**config.mk**
```make
export PLATFORM = sky130hd
export DESIGN_NAME = univ_shift_reg_flat
export DESIGN_NICKNAME = d
export VERILOG_FILES = /design/src/rtl/univ_shift_reg_if.sv /design/src/rtl/univ_shift_reg.sv /design/src/flat_wrapper.sv
export SDC_FILE = /design/constraint.sdc
export NUM_CORES = 1
export LEC_CHECK = 0
export CAP_MARGIN = 20
export CORE_AREA = 5 5 47 49
export DETAILED_ROUTE_END_ITERATION = 6
export DIE_AREA = 0 0 52 54
export HOLD_SLACK_MARGIN = 0.06
export PLACE_DENSITY = 0.81
export SLEW_MARGIN = 20
export SYNTH_ARGS = -nofsm -noshare
export SYNTH_HDL_FRONTEND = slang
export SYNTH_SLANG_ARGS = --single-unit
```
**constraint.sdc**
```tcl
create_clock -name clk -period 1.74 [get_ports clk]
set_clock_uncertainty 0.1 [all_clocks]
set_input_delay 0.261 -clock clk [delete_from_list [all_inputs] [get_ports clk]]
set_output_delay 0.261 -clock clk [all_outputs]
set_load 0.05 [all_outputs]
```
**src/rtl/univ_shift_reg_if.sv**
```systemverilog
// Bundle of the data/control signals of the universal shift register.
// clk and rst stay as plain ports on the block itself.
interface univ_shift_reg_if #(
  parameter int WIDTH = 8
);
  localparam int CW = $clog2(WIDTH + 1);

  logic             en;
  logic [1:0]       mode;
  logic             ser_in_msb;
  logic             ser_in_lsb;
  logic [WIDTH-1:0] par_in;
  logic [WIDTH-1:0] par_out;
  logic             ser_out_lsb;
  logic             ser_out_msb;
  logic [CW-1:0]    shift_cnt;
  logic             word_done;

  modport master (
    output en, mode, ser_in_msb, ser_in_lsb, par_in,
    input  par_out, ser_out_lsb, ser_out_msb, shift_cnt, word_done
  );

  modport slave (
    input  en, mode, ser_in_msb, ser_in_lsb, par_in,
    output par_out, ser_out_lsb, ser_out_msb, shift_cnt, word_done
  );
endinterface

```
**src/rtl/univ_shift_reg.sv**
```systemverilog
// Universal shift register: hold, shift right/left (serial or rotate) and
// parallel load, with a shift counter and a registered word-complete pulse.
module univ_shift_reg #(
  parameter int              WIDTH     = 8,
  parameter logic [WIDTH-1:0] RESET_VAL = '0,
  parameter bit              ROTATE    = 1'b0
) (
  input logic            clk,
  input logic            rst,
  univ_shift_reg_if.slave bus
);
  localparam int CW = $clog2(WIDTH + 1);

  typedef enum logic [1:0] {
    MODE_HOLD  = 2'b00,
    MODE_RIGHT = 2'b01,
    MODE_LEFT  = 2'b10,
    MODE_LOAD  = 2'b11
  } mode_e;

  mode_e            mode;
  logic [WIDTH-1:0] q_q, q_d;
  logic [CW-1:0]    cnt_q, cnt_d;
  logic             done_q, done_d;
  logic             shift;

  assign mode = mode_e'(bus.mode);

  // The counter wraps at WIDTH shifts; the wrap is what fires word_done.
  always_comb begin
    q_d    = q_q;
    cnt_d  = cnt_q;
    done_d = 1'b0;
    shift  = 1'b0;
    if (bus.en) begin
      case (mode)
        MODE_RIGHT: begin
          q_d   = {(ROTATE ? q_q[0] : bus.ser_in_msb), q_q[WIDTH-1:1]};
          shift = 1'b1;
        end
        MODE_LEFT: begin
          q_d   = {q_q[WIDTH-2:0], (ROTATE ? q_q[WIDTH-1] : bus.ser_in_lsb)};
          shift = 1'b1;
        end
        MODE_LOAD: begin
          q_d   = bus.par_in;
          cnt_d = '0;
        end
        default: ;
      endcase
    end
    if (shift) begin
      if (cnt_q == CW'(WIDTH - 1)) begin
        cnt_d  = '0;
        done_d = 1'b1;
      end else begin
        cnt_d = cnt_q + CW'(1);
      end
    end
  end

  always_ff @(posedge clk or posedge rst) begin
    if (rst) begin
      q_q    <= RESET_VAL;
      cnt_q  <= '0;
      done_q <= 1'b0;
    end else begin
      q_q    <= q_d;
      cnt_q  <= cnt_d;
      done_q <= done_d;
    end
  end

  assign bus.par_out     = q_q;
  assign bus.ser_out_lsb = q_q[0];
  assign bus.ser_out_msb = q_q[WIDTH-1];
  assign bus.shift_cnt   = cnt_q;
  assign bus.word_done   = done_q;
endmodule

```
**src/flat_wrapper.sv**
```systemverilog
// flat-port wrapper written by rule: the top's interface ports become plain ports
module univ_shift_reg_flat 
#(
  parameter int              WIDTH     = 8,
  parameter logic [WIDTH-1:0] RESET_VAL = '0,
  parameter bit              ROTATE    = 1'b0
)
  (clk, rst, bus_en, bus_mode, bus_ser_in_msb, bus_ser_in_lsb, bus_par_in, bus_par_out, bus_ser_out_lsb, bus_ser_out_msb, bus_shift_cnt, bus_word_done);
  univ_shift_reg_if #(.WIDTH(WIDTH)) bus_i ();
  input logic clk;
  input logic rst;
  input wire logic [$bits(bus_i.en)-1:0] bus_en;
  input wire logic [$bits(bus_i.mode)-1:0] bus_mode;
  input wire logic [$bits(bus_i.ser_in_msb)-1:0] bus_ser_in_msb;
  input wire logic [$bits(bus_i.ser_in_lsb)-1:0] bus_ser_in_lsb;
  input wire logic [$bits(bus_i.par_in)-1:0] bus_par_in;
  output wire logic [$bits(bus_i.par_out)-1:0] bus_par_out;
  output wire logic [$bits(bus_i.ser_out_lsb)-1:0] bus_ser_out_lsb;
  output wire logic [$bits(bus_i.ser_out_msb)-1:0] bus_ser_out_msb;
  output wire logic [$bits(bus_i.shift_cnt)-1:0] bus_shift_cnt;
  output wire logic [$bits(bus_i.word_done)-1:0] bus_word_done;
  assign bus_i.en = bus_en;
  assign bus_i.mode = bus_mode;
  assign bus_i.ser_in_msb = bus_ser_in_msb;
  assign bus_i.ser_in_lsb = bus_ser_in_lsb;
  assign bus_i.par_in = bus_par_in;
  assign bus_par_out = bus_i.par_out;
  assign bus_ser_out_lsb = bus_i.ser_out_lsb;
  assign bus_ser_out_msb = bus_i.ser_out_msb;
  assign bus_shift_cnt = bus_i.shift_cnt;
  assign bus_word_done = bus_i.word_done;
  univ_shift_reg #(.WIDTH(WIDTH), .RESET_VAL(RESET_VAL), .ROTATE(ROTATE)) u_core (.clk(clk), .rst(rst), .bus(bus_i));
endmodule
```
# After elaboration in Yosys (flattened, before gate mapping)
# Cells that the tools add are included.
# totals
mem_bits_ro	0
mem_bits_rw	0
ff_bits	13
input_bits	15
latch_bits	0
out_inout_bits	15
mem_count	0
wordCells	23
# classes
n_reduce_logical	6
div	0
n_eq_ne	4
magnitude_cmp	0
bitwise_logic	0
multipliers	0
muxes	9
add_sub_neg	1
shifts	0
# ops
cell	n
case mux 8 bit (3 select lines)	1
two-way mux 4 bit	4
adder 4 x 1 -> 4 bit, second input constant	1
equality test 2 bit, second input constant	2
equality test 4 x 3 -> 1 bit, second input constant	1
two-way mux 1 bit	4
AND reduction 2 bit	2
nonzero test 2 bit	2
nonzero test 3 bit	1
equality test 2 x 1 -> 1 bit, second input constant	1
OR reduction 2 bit	1

# Depth between registers and ports, before layout
# logic_depth
word_depth	6
mapped_depth	6
ltp_nobuf	5

# Least setup slack after synthesis
# OpenSTA, ideal clock, no wires.
# synth_timing
kind	register to register
start	reg u_core.cnt_q[0], in the netlist u_core.bus.shift_cnt[0]
end	reg u_core.cnt_q[2], in the netlist u_core.bus.shift_cnt[2]
arrival_time_ns	1.240
setup_slack_ns	0.279
period_less_slack_ns	1.461
required_time_ns	1.519
setup_time_ns	0.121
path_stages_with_launch	4
cell_sequence	dfrtp_1 -> ha_1 -> mux2i_1 -> a22o_1
# synth_between
elab_chain_cells	3
word_cells_on_any_way	4
# synth_rtl
item	line_no	source
start: declaration	univ_shift_reg.sv:23	logic [CW-1:0] cnt_q, cnt_d;
start signal: assignment	univ_shift_reg.sv:69	cnt_q <= cnt_d;
adder 4 x 1 -> 4 bit / equality test 4 x 3 -> 1 bit (equally long branches)	univ_shift_reg.sv:57, univ_shift_reg.sv:53	
two-way mux 4 bit *	univ_shift_reg.sv:53	if (cnt_q == CW'(WIDTH - 1)) begin
two-way mux 4 bit *	univ_shift_reg.sv:52	if (shift) begin
# Mark *: on every way between the ends. The rest lies on a longest branch, timed or not.
# A chain may end at the register's enable or synchronous reset.

# Final worst setup path
# layout_timing
start	in bus_mode[0]
end	reg u_core.q_q[6], in the netlist u_core.bus.par_out[6]
# layout_between
elab_chain_cells	3
word_cells_on_any_way	6
# layout_rtl
item	line_no	source
start: declaration	flat_wrapper.sv:13	input wire logic [$bits(bus_i.mode)-1:0] bus_mode;
equality test 2 bit / equality test 2 x 1 -> 1 bit (equally long branches)	univ_shift_reg.sv:36	case (mode)
nonzero test 3 bit (no line)	--	
AND reduction 2 bit (no line)	--	
end signal: assignment	univ_shift_reg.sv:68	q_q <= q_d;
end: declaration	univ_shift_reg.sv:22	logic [WIDTH-1:0] q_q, q_d;
# Parallel ways exist; a longest one is shown, timed or not.

==> metrics.yaml <==
routed_via_density: 5.10
synth_seq_cells: 13
ys_seq_area_share_pct: 43.6
htreeDepth: 1
grt_util_all_layers_pct: 13.5
num_vias: 663
clock_latency_ps: 280
startpoint_type: "input pin"
cts_setup_buffers: 0
total_power_mw: 1.34
critPathKind: "input pin to register"
core_area_sq_um: 1820
cts-root-buf: "clkbuf_4"
reg2reg_to: "u_core.bus.shift_cnt[2]$_DFFE_PP0P_"
grt_max_degree: 17
clock-sinks: 13
wl_per_cell_um: 13.0
synth_top_family_by_area: "compound AO/OA/AOI/OAI gates"
power_density_nw_per_um2: 1330
synth_fa_ha_area_share_pct: 6.71
grt_pass1_vias: 631
maxCapViolCount: 0
r2r_cells: 4
hp-class: "input pin to asynchronous set/reset pin"
die_w_um: 52
p_leak_nw: 0.469
diodes: 0
hold_violations: 0
final_common_cell: "buf_4"
cts_buffers: 3
tightest_slew_ps: 514
rsz0062_at_grt: "false"
io_pins: 30
whs_ps: 207
fin_ws_ps: 202
fmax_mhz: 650
cts_tree: "done"
postSynthCellCount: 75
layout.nets: 123
path_clk_slew_ps: 80
dp_slack_ps: -90.8
synthesis.area_sq_um: 746
firstDrtPassIters: 4
dp.final_hpwl_um: 1310
fin_crit_sh_pct: 88.4
gp_congestion: 0.768
finalSetupViolations: 0
die_h_um: 54
crit_fanout: 9
grt_pass1_wl_um: 2770
antenna_left: 0
antenna_found_initial: 0
die-area_sq_um: 2810
cp-end-kind: "register"
synth_fp_nets: 94
rr_startpoint: "u_core.bus.shift_cnt[0]$_DFFE_PP0P_"
relSlewSlack_pct: 65.7
cp.arrival_ps: 1610
area_growth_pct: 35.9
fp-row-count: 16
yosys.area_share.xor_xnor_pct: 0
synth.area.mux_share_pct: 1.34
drtIter0Drc: 7
clock_path_buffers: 2
final-max-slew-violation-count: 0
wl_um: 1680
final_cell_mix: "15 x buf_4, 14 x clkdlybuf4s50_1, 13 x nand2_1, 13 x dfrtp_1, 9 x a22o_1"
dpl.cell_count: 126
setup_tns_ps: 0
status: "complete, no violations"
io_buffer_count: 29
final_cell_count_no_fill: 130
min_period_ps: 1540
required_ps: 1810
drcViolationCount: 0
cts_resized: 0
synthSimpleGateAreaFrac_pct: 13.9
syn_avg_cell_area_sq_um: 9.94
grt_overflow: 0
yosysWarnings: 0
hold_buffers: 0
start_util_pct: 40.9
drive_gt1_share_pct: 22.3
synth-compound-area-share_pct: 26.8
ir_drop_uv: 675
rrSetupSlack_ps: 480
synthDistinctLibCells: 20
-- per-layer routing --
metal	vias to the layer above	global-route usage, %	wire (um)
li1	326	-	-
met1	312	17.6	755
met2	21	20.7	816
met3	4	3.32	89
met4	0	6.55	23
met5	-	0	0
-- layout make-up --
type	count	area, sq um
fillers	165	808
multi-input cells	54	364
flip-flops and latches	13	325
repair buffers	29	253
well taps	27	33.8
clock buffers	4	26.3
inverters	3	11.3
-- cell usage after synthesis, drive strengths merged --
master	count	share of area, %
a21oi	8	5.4
ha	4	6.7
o211ai	1	1.0
nand3	2	1.3
buf	5	6.0
o31ai	1	1.0
nand2b	1	1.8
nor3	1	0.67
a32o	1	1.3
a22o	9	11
nor2	2	2.0
inv	3	1.5
nand4bb	1	1.5
dfrtp	13	44
mux2i	1	1.3
o21ai	9	7.6
nand2	13	6.5
-- power breakdown --
part / internal (mW) / switching (mW)
registers: 0.379 / 0.0980
clock network: 0.0889 / 0.100
logic: 0.236 / 0.442
total: 0.704 / 0.640
-- flip-flops by register name, indices dropped and copies added, names as in the netlist --
register / count
u_core.bus.par_out: 8
u_core.bus.shift_cnt: 4
u_core.bus.word_done: 1
-- through the flow --
step                      util (%)  area (sq um)
final                         55.6          1010
after global routing          55.6          1010
after CTS                     55.6          1010
after detailed placement      54.2           987
after global placement        54.2           987
after floorplan                  -           746
-- worst max-delay path by stage --
stage / startpoint / to / slack [ps] / cells past startpoint
floorplan: u_core.bus.shift_cnt[0]$_DFFE_PP0P_ / u_core.bus.shift_cnt[2]$_DFFE_PP0P_ / 280 / 3
global placement: bus_mode[0] / u_core.bus.par_out[6]$_DFFE_PP0P_ / -60 / 6
detailed placement: bus_mode[0] / u_core.bus.par_out[6]$_DFFE_PP0P_ / -90 / 6
CTS: bus_mode[0] / u_core.bus.par_out[6]$_DFFE_PP0P_ / 200 / 6
global route: bus_mode[0] / u_core.bus.par_out[3]$_DFFE_PP0P_ / 120 / 6
finish: bus_mode[0] / u_core.bus.par_out[6]$_DFFE_PP0P_ / 200 / 6
-- cells by family (layout without fill, tap and decap cells) --
| family | count (synthesis) | count (layout) |
|---|---|---|
| AOI/OAI and AO/OA | 29 | 29 |
| adders and majority gates | 4 | 4 |
| and+or+nand+nor | 20 | 20 |
| DFF | 13 | 13 |
| buffers and inverters | 8 | 36 |
| muxes | 1 | 1 |
-- worst max-delay path: stages --
cell and delay, ps:
clkdlybuf4s50_1 480, inv_1 60, ha_1 320, a22o_1 270, a21oi_1 150, o21ai_2 60
No activity file was read; power rests on OpenSTA's default activity.
